File: config.mk
export PLATFORM = sky130hd
export DESIGN_NAME = imem_loader
export DESIGN_NICKNAME = d
export VERILOG_FILES = /design/src/rtl/imem_loader.sv
export SDC_FILE = /design/constraint.sdc
export NUM_CORES = 1
export LEC_CHECK = 0
export ABC_AREA = 1
export CORE_ASPECT_RATIO = 0.9
export CORE_UTILIZATION = 40
export CTS_BUF_LIST = sky130_fd_sc_hd__clkbuf_16
export DETAILED_ROUTE_END_ITERATION = 6
export PLACE_DENSITY = 0.68
export SYNTH_ARGS = -nofsm -noshare
export SYNTH_HDL_FRONTEND = slang
export SYNTH_SLANG_ARGS = --single-unit
File: constraint.sdc
create_clock -name SYS_clk -period 3.43 [get_ports SYS_clk]
set_input_delay 0.5145 -clock SYS_clk [delete_from_list [all_inputs] [get_ports SYS_clk]]
set_output_delay 0.5145 -clock SYS_clk [all_outputs]
set_load 0.05 [all_outputs]
File: src/rtl/imem_loader.sv
// Byte-stream program loader: packs 4 bytes per word and writes them into IMEM from address 0.
// Define LD_CHECKSUM_EN to add a trailing XOR checksum byte that is verified before completion.
module imem_loader #(
  parameter int ADDR_W     = 8,
  parameter int TIMEOUT    = 1023,
  parameter bit BIG_ENDIAN = 1'b1
) (
  input  logic              SYS_clk,
  input  logic              SYS_reset,
  input  logic              LD_start,
  input  logic [ADDR_W-1:0] LD_word_count,
  input  logic              LD_byte_valid,
  input  logic [7:0]        LD_byte,
  output logic              LD_byte_ready,
  output logic [31:0]       IMEM_address,
  output logic [31:0]       IMEM_data,
  output logic              IMEM_wren,
  output logic              LD_busy,
  output logic              LD_cpu_hold,
  output logic              LD_done,
  output logic              LD_error,
  output logic [ADDR_W-1:0] LD_words_loaded
);

  localparam int TMO_W = (TIMEOUT < 2) ? 1 : $clog2(TIMEOUT + 1);
  localparam logic [TMO_W-1:0] TMO_LAST = TMO_W'(TIMEOUT - 1);

  typedef enum logic [2:0] {
    IDLE,
    RECV,
    WRITE,
`ifdef LD_CHECKSUM_EN
    CHECK,
`endif
    DONE,
    ERROR
  } state_t;

  state_t            state_q, state_d;
  logic [ADDR_W-1:0] count_q, count_d;
  logic [ADDR_W-1:0] addr_q, addr_d;
  logic [ADDR_W-1:0] words_q, words_d;
  logic [1:0]        idx_q, idx_d;
  logic [31:0]       word_q, word_d;
  logic [TMO_W-1:0]  tmo_q, tmo_d;
  logic              hold_q, hold_d;
  logic              done_q, done_d;
`ifdef LD_CHECKSUM_EN
  logic [7:0]        csum_q, csum_d;
`endif

  logic              xfer;
  logic [ADDR_W-1:0] words_inc;

  always_ff @(posedge SYS_clk or posedge SYS_reset) begin
    if (SYS_reset) begin
      state_q <= IDLE;
      count_q <= '0;
      addr_q  <= '0;
      words_q <= '0;
      idx_q   <= '0;
      word_q  <= '0;
      tmo_q   <= '0;
      hold_q  <= 1'b0;
      done_q  <= 1'b0;
`ifdef LD_CHECKSUM_EN
      csum_q  <= '0;
`endif
    end else begin
      state_q <= state_d;
      count_q <= count_d;
      addr_q  <= addr_d;
      words_q <= words_d;
      idx_q   <= idx_d;
      word_q  <= word_d;
      tmo_q   <= tmo_d;
      hold_q  <= hold_d;
      done_q  <= done_d;
`ifdef LD_CHECKSUM_EN
      csum_q  <= csum_d;
`endif
    end
  end

`ifdef LD_CHECKSUM_EN
  assign LD_byte_ready = (state_q == RECV) || (state_q == CHECK);
  assign LD_busy       = (state_q == RECV) || (state_q == WRITE) || (state_q == CHECK);
`else
  assign LD_byte_ready = (state_q == RECV);
  assign LD_busy       = (state_q == RECV) || (state_q == WRITE);
`endif

  assign xfer            = LD_byte_valid && LD_byte_ready;
  assign words_inc       = words_q + 1'b1;
  assign IMEM_wren       = (state_q == WRITE);
  assign IMEM_address    = 32'(addr_q);
  assign IMEM_data       = word_q;
  assign LD_cpu_hold     = hold_q;
  assign LD_done         = done_q;
  assign LD_error        = (state_q == ERROR);
  assign LD_words_loaded = words_q;

  always_comb begin
    state_d = state_q;
    count_d = count_q;
    addr_d  = addr_q;
    words_d = words_q;
    idx_d   = idx_q;
    word_d  = word_q;
    tmo_d   = tmo_q;
    hold_d  = hold_q;
    done_d  = 1'b0;
`ifdef LD_CHECKSUM_EN
    csum_d  = csum_q;
`endif
    case (state_q)
      IDLE, DONE, ERROR: begin
        // CPU is released the cycle after the done pulse
        if (state_q == DONE && done_q) hold_d = 1'b0;
        if (LD_start) begin
          count_d = LD_word_count;
          addr_d  = '0;
          words_d = '0;
          idx_d   = '0;
          tmo_d   = '0;
          hold_d  = 1'b1;
`ifdef LD_CHECKSUM_EN
          csum_d  = '0;
`endif
          if (LD_word_count == '0) begin
            state_d = DONE;
            done_d  = 1'b1;
          end else begin
            state_d = RECV;
          end
        end
      end
      RECV: begin
        if (xfer) begin
          word_d = BIG_ENDIAN ? {word_q[23:0], LD_byte} : {LD_byte, word_q[31:8]};
          idx_d  = idx_q + 2'd1;
          tmo_d  = '0;
`ifdef LD_CHECKSUM_EN
          csum_d = csum_q ^ LD_byte;
`endif
          if (idx_q == 2'd3) state_d = WRITE;
        end else begin
          tmo_d = tmo_q + 1'b1;
          if (TIMEOUT != 0 && tmo_q == TMO_LAST) state_d = ERROR;
        end
      end
      WRITE: begin
        addr_d  = addr_q + 1'b1;
        words_d = words_inc;
        tmo_d   = '0;
        if (words_inc == count_q) begin
`ifdef LD_CHECKSUM_EN
          state_d = CHECK;
`else
          state_d = DONE;
          done_d  = 1'b1;
`endif
        end else begin
          state_d = RECV;
        end
      end
`ifdef LD_CHECKSUM_EN
      CHECK: begin
        if (xfer) begin
          if (LD_byte == csum_q) begin
            state_d = DONE;
            done_d  = 1'b1;
          end else begin
            state_d = ERROR;
          end
        end else begin
          tmo_d = tmo_q + 1'b1;
          if (TIMEOUT != 0 && tmo_q == TMO_LAST) state_d = ERROR;
        end
      end
`endif
      default: state_d = IDLE;
    endcase
  end

endmodule

* Word level (Yosys, flattened, before mapping)
Index checks and enable logic that the tools add are counted.
Storage, ports and cells: RAM bits 0, bits in read-only memories 0, memories 0, latch bits 0, bits in registers 73, output and inout port bits 78, word-level logic and storage cells 63, input port bits 20
Operators by class: bitwise operators 0, order comparisons 0, reduce and logical (&&, ||, !) cells 17, equality and inequality tests 11, shifts and indexed selects 0, divide/modulo/power cells 0, multiplexer cells 22, multipliers 0, $add $sub $neg 4
Operator list (count):
- $pmux 8 s2 | 2
- $pmux 10 s3 | 1
- $mux 10 | 2
- $add 8x1->8 const B | 2
- $mux 3 | 4
- $add 10x1->10 const B | 1
- $eq 10x10->1 const B | 1
- $reduce_and 2->1 | 5
- $pmux 3 s3 | 1
- $eq 8x8->1 | 1
- $logic_not 8->1 | 1
- $mux 2 | 4
- $mux 8 | 1
- $eq 3x2->1 const B | 2
- $reduce_and 3->1 | 2
- $reduce_bool 2->1 | 3
- $mux 1 | 5
- $pmux 2 s2 | 1
- $eq 3x1->1 const B | 1
- $eq 3x3->1 const B | 1
- $logic_not 3->1 | 1
- $ne 3x1->1 const B | 1
- $ne 3x2->1 const B | 1
- $reduce_bool 3->1 | 1
- other kinds (8) | 9

* Longest topological paths before layout
depth after elaboration 4, gate-level depth with buffers 13, depth with buffers taken out 13

* Worst setup path before layout
OpenSTA, ideal clock, no wires.
path type register to register, start point register words_q[1], in the netlist LD_words_loaded[1], end point register state_q[1], slack 1.621 ns, library setup time 0.065 ns, data arrival time 1.744 ns, stages on the path, launching flop included 12, path buffers 0, required time 3.365 ns, clock period less this slack 1.809 ns, path through dfrtp_1 > ha_1 > nand2_1 > nor2_1 > nand2_1 > nand3b_1 > nand3_1 > nor2_1 > nand3_1 > nand2_1 > nand2_1 > nand2_1
Between the ends: longest elaborated chain between the ends 4
RTL lines:
- from (decl) | RTL line 42 | logic [ADDR_W-1:0] words_q, words_d;
- from (signal assigned) | RTL line 73 | words_q <= words_d;
- $add 8x1->8 | RTL line 94 | assign words_inc = words_q + 1'b1;
- $eq 8x8->1 | RTL line 156 | if (words_inc == count_q) begin
- $mux 2 | RTL line 156
- $pmux 3 s3 | RTL line 116 | case (state_q)
- to (signal assigned) | RTL line 70 | state_q <= state_d;
- to (decl) | RTL line 39 | state_t state_q, state_d;
Every way passes these cells. A chain may end at the register's enable or synchronous reset.

* Worst setup path after layout
start point register state_q[2], end point output IMEM_wren
Between the ends: longest elaborated chain between the ends 1
RTL lines:
- $eq 3x2->1 | RTL line 95 | assign IMEM_wren = (state_q == WRITE);
- to (decl) | RTL line 17 | output logic IMEM_wren,
Every way passes these cells.

==> qor.txt <==
P_leak = 0.00228 µW
Die Y = 92.8 µm
Wirelength per Cell = 12.6 µm
vias per inst = 4.75
Total GRT Usage = 0.181
Final Wtd Congestion = 0.846
f_max = 385 MHz
top post-synthesis cells by area = dfrtp_1 50%, nand2_1 13%, o21ai_0 5.7%, inv_1 5.6%, buf_4 4.9%
top cell type's share of synthesized area = 0.499
largest net degree at the start of global routing = 45
commonest non-fill, non-tap cell in the layout = nand2_1
most used flip-flop cell after synthesis = dfrtp_1
Slew headroom = 0.568
post-layout util = 0.545
Clock Path Buffers = 2
EDFF count, synth = 0
R2R Path End = state_q[1]
final setup vio count = 0
first-pass GRT wire length = 13.4 mm
FF/Latch Area = 1830 µm²
die area = 9540 µm²
post-synthesis register bit count = 73
Fillers = 836
Setup crit start kind = register
via count of the first global-routing pass = 2,879
Detail Route Antenna Nets = 0
most frequent cells in the layout = 128 x nand2_1, 73 x dfrtp_1, 73 x clkdlybuf4s50_1, 54 x inv_1, 42 x o21ai_0
H-tree levels = 3
GR Util met1 = 0.241
Port Buf Inserts = 73
grt peak-use layer = met2
Worst Setup End Kind = output pin
register-to-register setup slack = 1370 ps
Post-Syn Area = 3660 µm²
DIE WIDTH = 103 µm
Slew Viols, Final = 0
Clock transition at path regs = 60 ps
row count = 32
Final Cycle Share = 0.757
crit path DAT = 2080 ps
Cell variety after synth = 36
worst min path class = reg2reg
DR DRC count = 0
via count = 3,054
CTS tree = yes
RSZ-0062 raised after global routing = false
Post-Route WL = 8.09 mm
endpoints failing hold = 0
Max Cap Viol = 0
setup bufs post-CTS = 0
worst skew pair latency = 330 ps
initial DRC count = 112
minimum clock period = 2600 ps
met2 Resource Use GR = 0.290
peak supply drop = 0.625 mV
largest area contributor in the netlist = dfrtp_1
worst r2r path cells = 8
share of layout cells above drive strength 1 = 0.0802
register area share after synthesis = 0.499
global routing usage on met3 = 0.0491
Post-DP HPWL = 5.77 mm
Post-layout nets = 544
post_cts resized = 0
clock skew = 7.88 ps
status = finished clean
FFs w/ async S/R, synth = 1.00
crit path from = state_q[2]
# hold bufs at CTS = 0
Syn Area/Cell = 8.25 µm²
Worst-Margin Slew = 648 ps
Initial Utilization = 0.419
Worst EP required = 2920 ps
synth-to-layout area growth = 29.9%
first drt pass iteration count = 5
CP max FO = 12
Syn Inst Count = 444
initial antenna violation count = 0
worst setup path end = IMEM_wren
TritonCTS buffer count = 9
Critical Setup Path Class = reg2out
clk sink count = 73
global route overflow = 0
power density over the cells = 976 nW/µm²
Multi-input gate area = 1470 µm²
Core Region = 8730 µm²
antenna diode count = 0
Setup Total Neg Slack = 0 ps
reg2reg start = state_q[1]
synth warn = 0
I/O pin count = 98
Root Driver = clkbuf_16
cell usage after synthesis (5+ instances only):
cell type / count
nand2_1: 128
buf_2: 7
a21oi_1: 8
nand4_1: 5
nand2_4: 5
ha_1: 5
buf_4: 24
nor2_1: 26
inv_1: 55
o21ai_0: 42
dfrtp_1: 73
nand3_1: 26
flip-flops by register name, indices dropped and copies added (netlist names):
name             count
LD_done              1
state_q              3
IMEM_data           32
tmo_q               10
addr_q               8
count_q              8
LD_words_loaded      8
idx_q                2
LD_cpu_hold          1
logic make-up after synthesis:
logic type / share of synthesized area
flip-flops: 0.499
multiplexers: 0.00273
adder cells (fa/ha/maj): 0.0171
buffers and inverters: 0.122
AND/OR/NAND/NOR: 0.258
XOR/XNOR: 0.00479
AO/OA/AOI/OAI: 0.0950
other: 0.00102
worst max-delay path, cell delays in order, from the launching register on:
cell and delay (ps):
dfrtp_1 410, inv_1 170, nand2_1 70, nor2_1 90
buf_4 200, clkdlybuf4s50_1 820
per-layer routing:
metal	vias up	part of all wire	routed length (µm)
li1	1509	-	-
met1	1426	0.46	3760
met2	109	0.46	3700
met3	10	0.067	542
met4	0	0.011	93
met5	-	0	0
report_power, final:
| part | leakage, µW | internal (µW) | switching [µW] |
|---|---|---|---|
| combinational | 0.00117 | 675 | 1560 |
| clock | 0.000157 | 644 | 382 |
| sequential | 0.000956 | 1140 | 237 |
| total | 0.00228 | 2460 | 2180 |
worst min path at each step:
stage / startpoint / to / slack [ps] / cells past startpoint
floorplan: tmo_q[3] / tmo_q[3] / 460 / 1
global placement: IMEM_data[28] / IMEM_data[28] / 460 / 2
detailed placement: IMEM_data[27] / IMEM_data[27] / 460 / 2
CTS: IMEM_data[27] / IMEM_data[27] / 480 / 2
global route: addr_q[7] / addr_q[7] / 490 / 1
finish: IMEM_data[27] / IMEM_data[27] / 480 / 2
per-stage QoR:
step | hold slack, ps | total power (µW) | worst slack (ps) | cells | instance area (µm²)
floorplan | 455 | 2970 | 1060 | 467 | 3750
global route | 489 | 4920 | 739 | 643 | 4760
detailed placement | 462 | 3640 | 930 | 627 | 4430
CTS | 477 | 4680 | 823 | 643 | 4760
finish | 476 | 4640 | 833 | 643 | 4760
global placement | 463 | 3600 | 1010 | 627 | 4430
area by class of cell:
type                    instances  area share
flip-flops and latches         73       0.384
inverters                      59      0.0466
multi-input cells             301       0.310
well taps                     119      0.0313
clock buffers                   9      0.0474
clock inverters                 7      0.0216
repair buffers                 75       0.159
Power figures use the tool's default switching activity.
